--- src/rtl/ps2_pkg.sv ---
// Shared scancode constants, decoder state encoding and key map for the PS/2 keyboard front end.
package ps2_pkg;

  localparam logic [7:0] SC_W     = 8'h1D;
  localparam logic [7:0] SC_A     = 8'h1C;
  localparam logic [7:0] SC_S     = 8'h1B;
  localparam logic [7:0] SC_D     = 8'h23;
  localparam logic [7:0] SC_ENTER = 8'h5A;
  localparam logic [7:0] SC_UP    = 8'h75;
  localparam logic [7:0] SC_LEFT  = 8'h6B;
  localparam logic [7:0] SC_DOWN  = 8'h72;
  localparam logic [7:0] SC_RIGHT = 8'h74;
  localparam logic [7:0] SC_EXT   = 8'hE0;
  localparam logic [7:0] SC_BRK   = 8'hF0;

  typedef enum logic [1:0] {
    S_IDLE    = 2'd0,
    S_EXT     = 2'd1,
    S_BRK     = 2'd2,
    S_EXT_BRK = 2'd3
  } dec_state_t;

  typedef struct packed {
    logic w;
    logic a;
    logic s;
    logic d;
    logic enter;
  } keys_t;

  // One-hot mask of the held output a scancode drives; all zero when unmapped.
  function automatic keys_t key_map(input logic [7:0] code, input logic ext);
    keys_t m;
    m = '0;
    if (!ext) begin
      case (code)
        SC_W:     m.w = 1'b1;
        SC_A:     m.a = 1'b1;
        SC_S:     m.s = 1'b1;
        SC_D:     m.d = 1'b1;
        SC_ENTER: m.enter = 1'b1;
        default:  m = '0;
      endcase
    end else begin
      case (code)
        SC_UP:    m.w = 1'b1;
        SC_LEFT:  m.a = 1'b1;
        SC_DOWN:  m.s = 1'b1;
        SC_RIGHT: m.d = 1'b1;
        SC_ENTER: m.enter = 1'b1;
        default:  m = '0;
      endcase
    end
    return m;
  endfunction

endpackage

--- src/rtl/ps2_rx.sv ---
// PS/2 device-to-host byte receiver: synchroniser, clock glitch filter,
// 11-bit frame capture with odd-parity check and mid-frame timeout.
module ps2_rx #(
  parameter int unsigned TIMEOUT_CYC = 50000,
  parameter int unsigned FILT_LEN    = 8
) (
  input  logic       CLOCK_50,
  input  logic       resetn,
  input  logic       ps2_clk_in,
  input  logic       ps2_dat_in,
  output logic [7:0] byte_data,
  output logic       byte_valid,
  output logic       frame_err
);

  localparam int unsigned TW = $clog2(TIMEOUT_CYC + 1);

  logic [1:0]          clk_sync_q;
  logic [1:0]          dat_sync_q;
  logic [FILT_LEN-1:0] filt_q;
  logic                filt_clk_q;
  logic                fe_q;
  logic [3:0]          bit_cnt_q;
  logic [9:0]          shift_q;
  logic [TW-1:0]       idle_q;
  logic                frame_ok_c;

  // shift_q holds {parity, D7..D0, start}; the stop bit is the live data sample.
  assign frame_ok_c = ~shift_q[0] & dat_sync_q[1] & (^shift_q[9:1]);

  always_ff @(posedge CLOCK_50) begin
    if (!resetn) begin
      clk_sync_q <= 2'b11;
      dat_sync_q <= 2'b11;
      filt_q     <= '1;
      filt_clk_q <= 1'b1;
      fe_q       <= 1'b0;
      bit_cnt_q  <= 4'd0;
      shift_q    <= 10'd0;
      idle_q     <= '0;
      byte_data  <= 8'd0;
      byte_valid <= 1'b0;
      frame_err  <= 1'b0;
    end else begin
      clk_sync_q <= {clk_sync_q[0], ps2_clk_in};
      dat_sync_q <= {dat_sync_q[0], ps2_dat_in};
      filt_q     <= {filt_q[FILT_LEN-2:0], clk_sync_q[1]};
      fe_q       <= 1'b0;
      byte_valid <= 1'b0;
      frame_err  <= 1'b0;

      if (&filt_q) begin
        filt_clk_q <= 1'b1;
      end else if (~|filt_q) begin
        filt_clk_q <= 1'b0;
        fe_q       <= filt_clk_q;
      end

      if (fe_q) begin
        idle_q <= '0;
        if (bit_cnt_q == 4'd10) begin
          bit_cnt_q <= 4'd0;
          if (frame_ok_c) begin
            byte_data  <= shift_q[8:1];
            byte_valid <= 1'b1;
          end else begin
            frame_err <= 1'b1;
          end
        end else begin
          shift_q   <= {dat_sync_q[1], shift_q[9:1]};
          bit_cnt_q <= bit_cnt_q + 4'd1;
        end
      end else if (bit_cnt_q != 4'd0) begin
        // Abandon a stalled frame silently so the next edge restarts at a start bit.
        if (idle_q == TW'(TIMEOUT_CYC - 1)) begin
          bit_cnt_q <= 4'd0;
          idle_q    <= '0;
        end else begin
          idle_q <= idle_q + TW'(1);
        end
      end else begin
        idle_q <= '0;
      end
    end
  end

endmodule

--- src/rtl/ps2_key_decoder.sv ---
// Set-2 scancode decoder producing held w/a/s/d/enter levels from a receive-only PS/2 port.
module ps2_key_decoder
  import ps2_pkg::*;
#(
  parameter int unsigned TIMEOUT_CYC = 50000,
  parameter int unsigned FILT_LEN    = 8
) (
  input  logic       CLOCK_50,
  input  logic       resetn,
  input  logic       ps2_clk_in,
  input  logic       ps2_dat_in,
  output logic       w,
  output logic       a,
  output logic       s,
  output logic       d,
  output logic       enter,
  output logic [7:0] byte_data,
  output logic       byte_valid,
  output logic       frame_err
);

  dec_state_t state_q, state_d;
  keys_t      keys_q, keys_d;

  ps2_rx #(
    .TIMEOUT_CYC(TIMEOUT_CYC),
    .FILT_LEN   (FILT_LEN)
  ) u_rx (
    .CLOCK_50  (CLOCK_50),
    .resetn    (resetn),
    .ps2_clk_in(ps2_clk_in),
    .ps2_dat_in(ps2_dat_in),
    .byte_data (byte_data),
    .byte_valid(byte_valid),
    .frame_err (frame_err)
  );

  always_ff @(posedge CLOCK_50) begin
    if (!resetn) begin
      state_q <= S_IDLE;
      keys_q  <= '0;
    end else begin
      state_q <= state_d;
      keys_q  <= keys_d;
    end
  end

  // Prefix tracking; unmapped codes still finish the sequence back to S_IDLE.
  always_comb begin
    state_d = state_q;
    keys_d  = keys_q;
    if (byte_valid) begin
      case (state_q)
        S_IDLE: begin
          if (byte_data == SC_EXT)      state_d = S_EXT;
          else if (byte_data == SC_BRK) state_d = S_BRK;
          else keys_d = keys_t'(keys_q | key_map(byte_data, 1'b0));
        end
        S_EXT: begin
          if (byte_data == SC_BRK) begin
            state_d = S_EXT_BRK;
          end else begin
            keys_d  = keys_t'(keys_q | key_map(byte_data, 1'b1));
            state_d = S_IDLE;
          end
        end
        S_BRK: begin
          keys_d  = keys_t'(keys_q & ~key_map(byte_data, 1'b0));
          state_d = S_IDLE;
        end
        S_EXT_BRK: begin
          keys_d  = keys_t'(keys_q & ~key_map(byte_data, 1'b1));
          state_d = S_IDLE;
        end
        default: state_d = S_IDLE;
      endcase
    end
  end

  assign w     = keys_q.w;
  assign a     = keys_q.a;
  assign s     = keys_q.s;
  assign d     = keys_q.d;
  assign enter = keys_q.enter;

endmodule
--- config.mk ---
export PLATFORM = sky130hd
export DESIGN_NAME = ps2_key_decoder
export DESIGN_NICKNAME = d
export VERILOG_FILES = /design/src/rtl/ps2_pkg.sv /design/src/rtl/ps2_rx.sv /design/src/rtl/ps2_key_decoder.sv
export SDC_FILE = /design/constraint.sdc
export NUM_CORES = 1
export LEC_CHECK = 0
export BUFFER_PORTS_ARGS = -buffer_cell sky130_fd_sc_hd__buf_4
export CAP_MARGIN = 5
export CORE_AREA = 2 2 65 91
export DETAILED_ROUTE_END_ITERATION = 8
export DIE_AREA = 0 0 67 93
export GPL_TIMING_DRIVEN = 0
export PLACE_DENSITY_LB_ADDON = 0.2
export SKIP_CTS_REPAIR_TIMING = 1
export SLEW_MARGIN = 20
export SYNTH_ARGS = -nofsm -noshare
export SYNTH_HDL_FRONTEND = slang
export SYNTH_SLANG_ARGS = --single-unit
--- constraint.sdc ---
create_clock -name CLOCK_50 -period 1.83 [get_ports CLOCK_50]
set_clock_uncertainty 0.1 [all_clocks]
set_input_delay 0.2745 -clock CLOCK_50 [delete_from_list [all_inputs] [get_ports CLOCK_50]]
set_output_delay 0.2745 -clock CLOCK_50 [all_outputs]
set_load 0.02 [all_outputs]
==> Yosys cells after proc, flatten, opt, wreduce, memory -nomap -nowiden <==
Index checks and enable logic that the tools add are counted.
{ "word_totals": {"reg_bits": 61, "inputBits": 4, "output_inout_bits": 15, "word_cells": 102} }
{ "classes": {"n_addsub": 2, "eq_ne": 20, "n_mux": 34, "bitwise": 12, "reduce_logical": 17} }
{ "ops": {"columns": ["op", "count"], "rows": [
  ["2-to-1 mux 5 bit", 14],
  ["equality test 8 x 7 -> 1 bit, second input constant", 5],
  ["equality test 8 x 5 -> 1 bit, second input constant", 3],
  ["case mux 5 bit (4 select lines)", 1],
  ["adder 16 x 1 -> 16 bit, second input constant", 1],
  ["equality test 16 bit, second input constant", 1],
  ["equality test 8 bit, second input constant", 2],
  ["2-to-1 mux 4 bit", 4],
  ["2-to-1 mux 1 bit", 11],
  ["AND 5 bit", 2],
  ["NOT 5 bit", 2],
  ["OR 5 bit", 2],
  ["OR reduction 10 bit", 1],
  ["XOR reduction 9 bit", 1],
  ["equality test 8 x 6 -> 1 bit, second input constant", 1],
  ["AND reduction 8 bit", 1],
  ["OR reduction 8 bit", 1],
  ["2-to-1 mux 2 bit", 3],
  ["!= test 2 bit, second input constant", 3],
  ["case mux 2 bit (3 select lines)", 1],
  ["AND reduction 2 bit", 3],
  ["AND reduction 3 bit", 2],
  ["adder 4 x 1 -> 4 bit, second input constant", 1],
  ["equality test 2 bit, second input constant", 2],
  ["11 further kinds", 17]
]} }

==> Longest topological paths before layout <==
{ "logic_depth": {"ltp_word": 10, "depth_mapped": 7, "depth_no_buf": 7} }

==> By module <==
A second synthesis with hierarchy kept.
{ "unflattened": {"cells_unflattened": 303, "area_unflattened_um2": 2775.2} }
{ "modules_own_cells": {"columns": ["module", "instances", "cells_each", "area_per_inst_um2", "seq_area_each_um2"], "rows": [
  ["ps2_rx", 1, 244, 2264.7, 1081.0],
  ["ps2_key_decoder", 1, 59, 510.5, 140.1]
]} }

==> Least setup slack after synthesis <==
OpenSTA, ideal clock, no wires.
{ "synth_timing": {"path_type": "reg-to-reg", "startpoint": "register u_rx.idle_q[0]", "endpoint": "register u_rx.idle_q[12]", "setup_time_ns": 0.065, "arrival_ns": 1.720, "t_required_ns": 1.665, "setup_slack_ns": -0.055, "path_stages_with_launch": 8, "path_buffers": 2, "synth_period_minus_slack_ns": 1.885, "path_cell_list": "dfxtp_1 ha_1 and3_1 nand4_1 or4b_1 clkbuf_1 clkbuf_1 nor2_1"} }
{ "synth_between": {"elab_chain_cells": 2, "elab_cells_between_ends": 3, "classes_between": "add/sub (1); eq/ne (1); reduce/logical (1)"} }
{ "synth_rtl": {"columns": ["item", "line_no", "text"], "rows": [
  ["start, declared", "ps2_rx.sv:25", "logic [TW-1:0] idle_q;"],
  ["start signal, assigned", "ps2_rx.sv:79", "idle_q <= idle_q + TW'(1);"],
  ["parallel branches: the longest is 2 deep, another holds adder 16 x 1 -> 16 bit", null, null]
]} }
Several ways; the timed one is not identified.
A chain may end at the register's enable or synchronous reset.

==> Worst setup path in the final report <==
{ "layout_timing": {"startpoint": "register u_rx.shift_q[8]", "endpoint": "register u_rx.byte_data[1]"} }
{ "layout_between": {"elab_chain_cells": 3} }
{ "layout_rtl": {"columns": ["item", "line_no", "text"], "rows": [
  ["start, declared", "ps2_rx.sv:24", "logic [9:0] shift_q;"],
  ["start signal, assigned", "ps2_rx.sv:70", "shift_q <= {dat_sync_q[1], shift_q[9:1]};"],
  ["XOR reduction 9 bit", "ps2_rx.sv:29", "assign frame_ok_c = ~shift_q[0] & dat_sync_q[1] & (^shift_q[9:1]);"],
  ["AND 1 bit", "ps2_rx.sv:29", null],
  ["AND reduction 3 bit (no source line)", null, null],
  ["end signal, assigned", "ps2_rx.sv:64", "byte_data <= shift_q[8:1];"],
  ["end, declared", "ps2_rx.sv:11", "output logic [7:0] byte_data,"]
]} }
No other way between the ends.

==> metrics.md <==
| Metric | Value |
|---|---|
| Final hold violation count | 0 |
| Mux contribution to synthesized area | 4.22% |
| Synth Area in Compound Gates | 7.44% |
| Simple-gate share of the synthesized area | 29.4% |
| Clk root buf | clkbuf_8 |
| Slew HR | between 60% and 70% |
| Top cell type's share of synthesized area | between 40% and 50% |
| Power Dens Cells | ~800 nW/um^2 |
| Mean Syn Cell Area | approximately 9 sq um |
| Starting Density | between 40% and 50% |
| Register Area | roughly 1200 sq um |
| RSZ-0062 raised after global routing | yes |
| Maximum vdd drop | 762 uV |
| Fill count | a little over 500 |
| Top post-synthesis cells by count | dfxtp_1 (61), nand2_1 (47), nor2_1 (27) |
| Crit path arrival time | 2.02 ns |
| CP endpoint kind | flop |
| Hold Crit Class | in -> reg |
| MaxCap Viol Count | 0 |
| Mapped cell area | about 2600 sq um |
| P_leak | 1.18 nW |
| Final worst slack | -0.0205 ns |
| Dpl hpwl | ~3600 um |
| Synth Net Count | between 200 and 300 |
| Core Area | between 5000 and 6000 sq um |
| Initial antenna violation count | 0 |
| Hold wc startpoint | ps2_dat_in |
| Multi-input logic area | approximately 1500 sq um |
| Share of post-route cells with drive strength above 1 | 26.4% |
| Cell Rows | 32 |
| GR Overflow Total | 0 |
| RePlAce Congestion | 0.763 |
| Clk slew on worst S/H paths | around 0.070 ns |
| Clock latency on the worst-skew pair | 0.34 ns |
| Leading area contributor after synthesis | dfxtp_1 |
| FF-to-FF path depth | 6 |
| Vias after detailed routing | 2109 |
| Critical-path maximum fanout | 8 |
| Vias per cell | approximately 5.3 |
| Count leader, synth | dfxtp_1 |
| Xor and xnor fraction of the mapped netlist area | under 10% |
| Synth top area cells | dfxtp_1 (47%), nand2_1 (6.8%), mux2i_1 (4.2%), nand2b_1 (4.1%), xnor2_1 (4.0%) |
| Post-layout min period | 1.85 ns |
| Fmax | roughly 0.54 GHz |
| GRT Total Usage | between 10% and 20% |
| Largest net degree at the start of global routing | 11 |
| Largest family of logic cells by synthesized area | simple AND/OR/NAND/NOR gates |
| Final Cycle Share | 101% |
| Slew Viols, Final | 0 |
| Crit path required time | about 2 ns |
| RR Startpoint | u_rx.shift_q[8]$_SDFFE_PN0P_ |
| I/O pins | 19 |
| Dpl cell area | ~2800 sq um |
| Gate Count Post-Synth | between 200 and 300 |
| Clock Tree Buf Depth | 2 |
| Synthesis-to-finish area growth | 30.9% |
| Least-Margin Pin Slew | 0.508 ns |
| First-pass GRT wire length | 8450 um |
| Final antenna-violating net count | 0 |
| Post-Route Utilization | 62.6% |
| Number of global-route vias before repair | 1904 |
| Yosys reg bits | slightly above 60 |
| Min-Delay Endpoint | u_rx.dat_sync_q[0]$_SDFF_PN1_ |
| Die height | ~93 um |
| Top_reg_cell synth | dfxtp_1 |
| Ant diodes | 0 |
| Distinct cell type count after synthesis | 44 |
| Setup violators final | 8 |
| Crit path launch type | flop |
| Critical path type | reg -> reg |
| Fin Setup TNS | -0.0754 ns |
| Die footprint | just over 6000 sq um |
| Fraction of registers with async set/reset | 0% |
| TritonCTS clock tree | done |
| CTS buffer count | 9 |
| EDFF count, synth | 0 |
| Final instance area | 3410 sq um |
| Die width | approximately 67 um |
| Hold Path Depth | 2 |
| DR pass1 iterations | 4 |
| IO buf count | 18 |
| Iter 0 DRT Violations | 119 |
| Wire per inst | 13.4 um |
| Clock sinks | roughly 60 |
| Routed wire length | 5370 um |
| Reg2reg end | u_rx.byte_data[1]$_SDFFE_PN0P_ |
| Nets | between 300 and 400 |
| Post-Synth Adder-Cell Area | under 10% |
| # H-tree levels | 3 |
| Reg2reg setup slack | -0.02 ns |
| Status | finished with violations |
| Violated checks | setup timing |
| Yosys Warn Count | 0 |
| DRC viols | 0 |
| Sequential share of the synthesized area | around 47% |
cell families (layout without fill, tap and decap cells):
family / after synthesis / count (layout)
AOI/OAI and AO/OA: 31 / 31
xor gates and xnor gates: 20 / 20
adders and majority gates: 4 / 4
buffers and inverters: 18 / 60
DFF: 61 / 61
muxes: 11 / 11
and+or+nand+nor: 146 / 146
metal layers:
metal	track usage (%)	vias to the layer above	part of all wire (%)	wire (um)
met2	30.9	37	53	2840
met5	0	-	0	0
met4	11.2	0	2.2	117
met1	19.4	986	41	2220
met3	4.69	10	3.5	186
li1	-	1076	-	-
worst max path at each step:
stage	endpoint	slack, ns	depth (start not counted)	from
floorplan	w$_SDFFE_PN0P_	0.01	5	u_rx.byte_data[0]$_SDFFE_PN0P_
global placement	s$_SDFFE_PN0P_	-0.16	5	u_rx.byte_data[3]$_SDFFE_PN0P_
detailed placement	u_rx.byte_data[4]$_SDFFE_PN0P_	-0.19	5	u_rx.shift_q[4]$_SDFFE_PN0P_
CTS	u_rx.byte_data[4]$_SDFFE_PN0P_	-0.21	5	u_rx.shift_q[4]$_SDFFE_PN0P_
global route	u_rx.byte_data[7]$_SDFFE_PN0P_	-0.13	6	u_rx.shift_q[8]$_SDFFE_PN0P_
finish	u_rx.byte_data[1]$_SDFFE_PN0P_	-0.02	6	u_rx.shift_q[8]$_SDFFE_PN0P_
placed cells by master, fill, tap and decap left out, drive strengths merged, types with 3 or more instances in the layout:
cell,n
dfxtp,61
nor2,27
nor4,3
nand4,7
nand2b,17
ha,4
a211oi,3
a21oi,15
xor2,7
mux2i,11
and4,4
xnor2,12
clkbuf,22
and3,5
nand3,10
inv,6
nand2,47
buf,29
nor3,8
nor3b,3
final cells by class:
class / instances / share of cell area (%)
tap: 68 / 2.49
sequential: 61 / 36.6
multi-input combinational: 212 / 44.2
inverter: 6 / 0.660
buffer: 12 / 2.27
clock inverter: 3 / 1.98
timing repair buffer: 27 / 6.93
clock buffer: 12 / 4.84
per-stage QoR:
step                power (mW)  hold WS, ns  cells  worst slack (ns)
floorplan                 1.38        0.276    291            0.0116
global placement          1.40        0.290    377            -0.165
detailed placement        1.40        0.300    377            -0.191
CTS                       2.78      0.00335    392            -0.207
global route              2.83      0.00724    401            -0.131
finish                    2.73       0.0182    401           -0.0205
flip-flops by register name, indices dropped and copies added, names as in the netlist, 2 cells and up, named ones only:
name and cells:
state_q 2, u_rx.bit_cnt_q 4, u_rx.byte_data 8, u_rx.clk_sync_q 2, u_rx.dat_sync_q 2, u_rx.filt_q 8, u_rx.idle_q 16, u_rx.shift_q 10
critical path, stage by stage (launching register included):
cell     delay [ns]
dfxtp_1        0.42
xnor2_2        0.16
xnor3_1        0.37
xnor2_2        0.19
nor3_4         0.21
buf_12         0.16
mux2i_1        0.18
power breakdown:
| part | internal (mW) | switching [mW] |
|---|---|---|
| Combinational | 0.0103 | 0.0235 |
| Clock | 0.870 | 0.503 |
| Sequential | 1.33 | 0.00192 |
No activity file was read; power rests on OpenSTA's default activity.
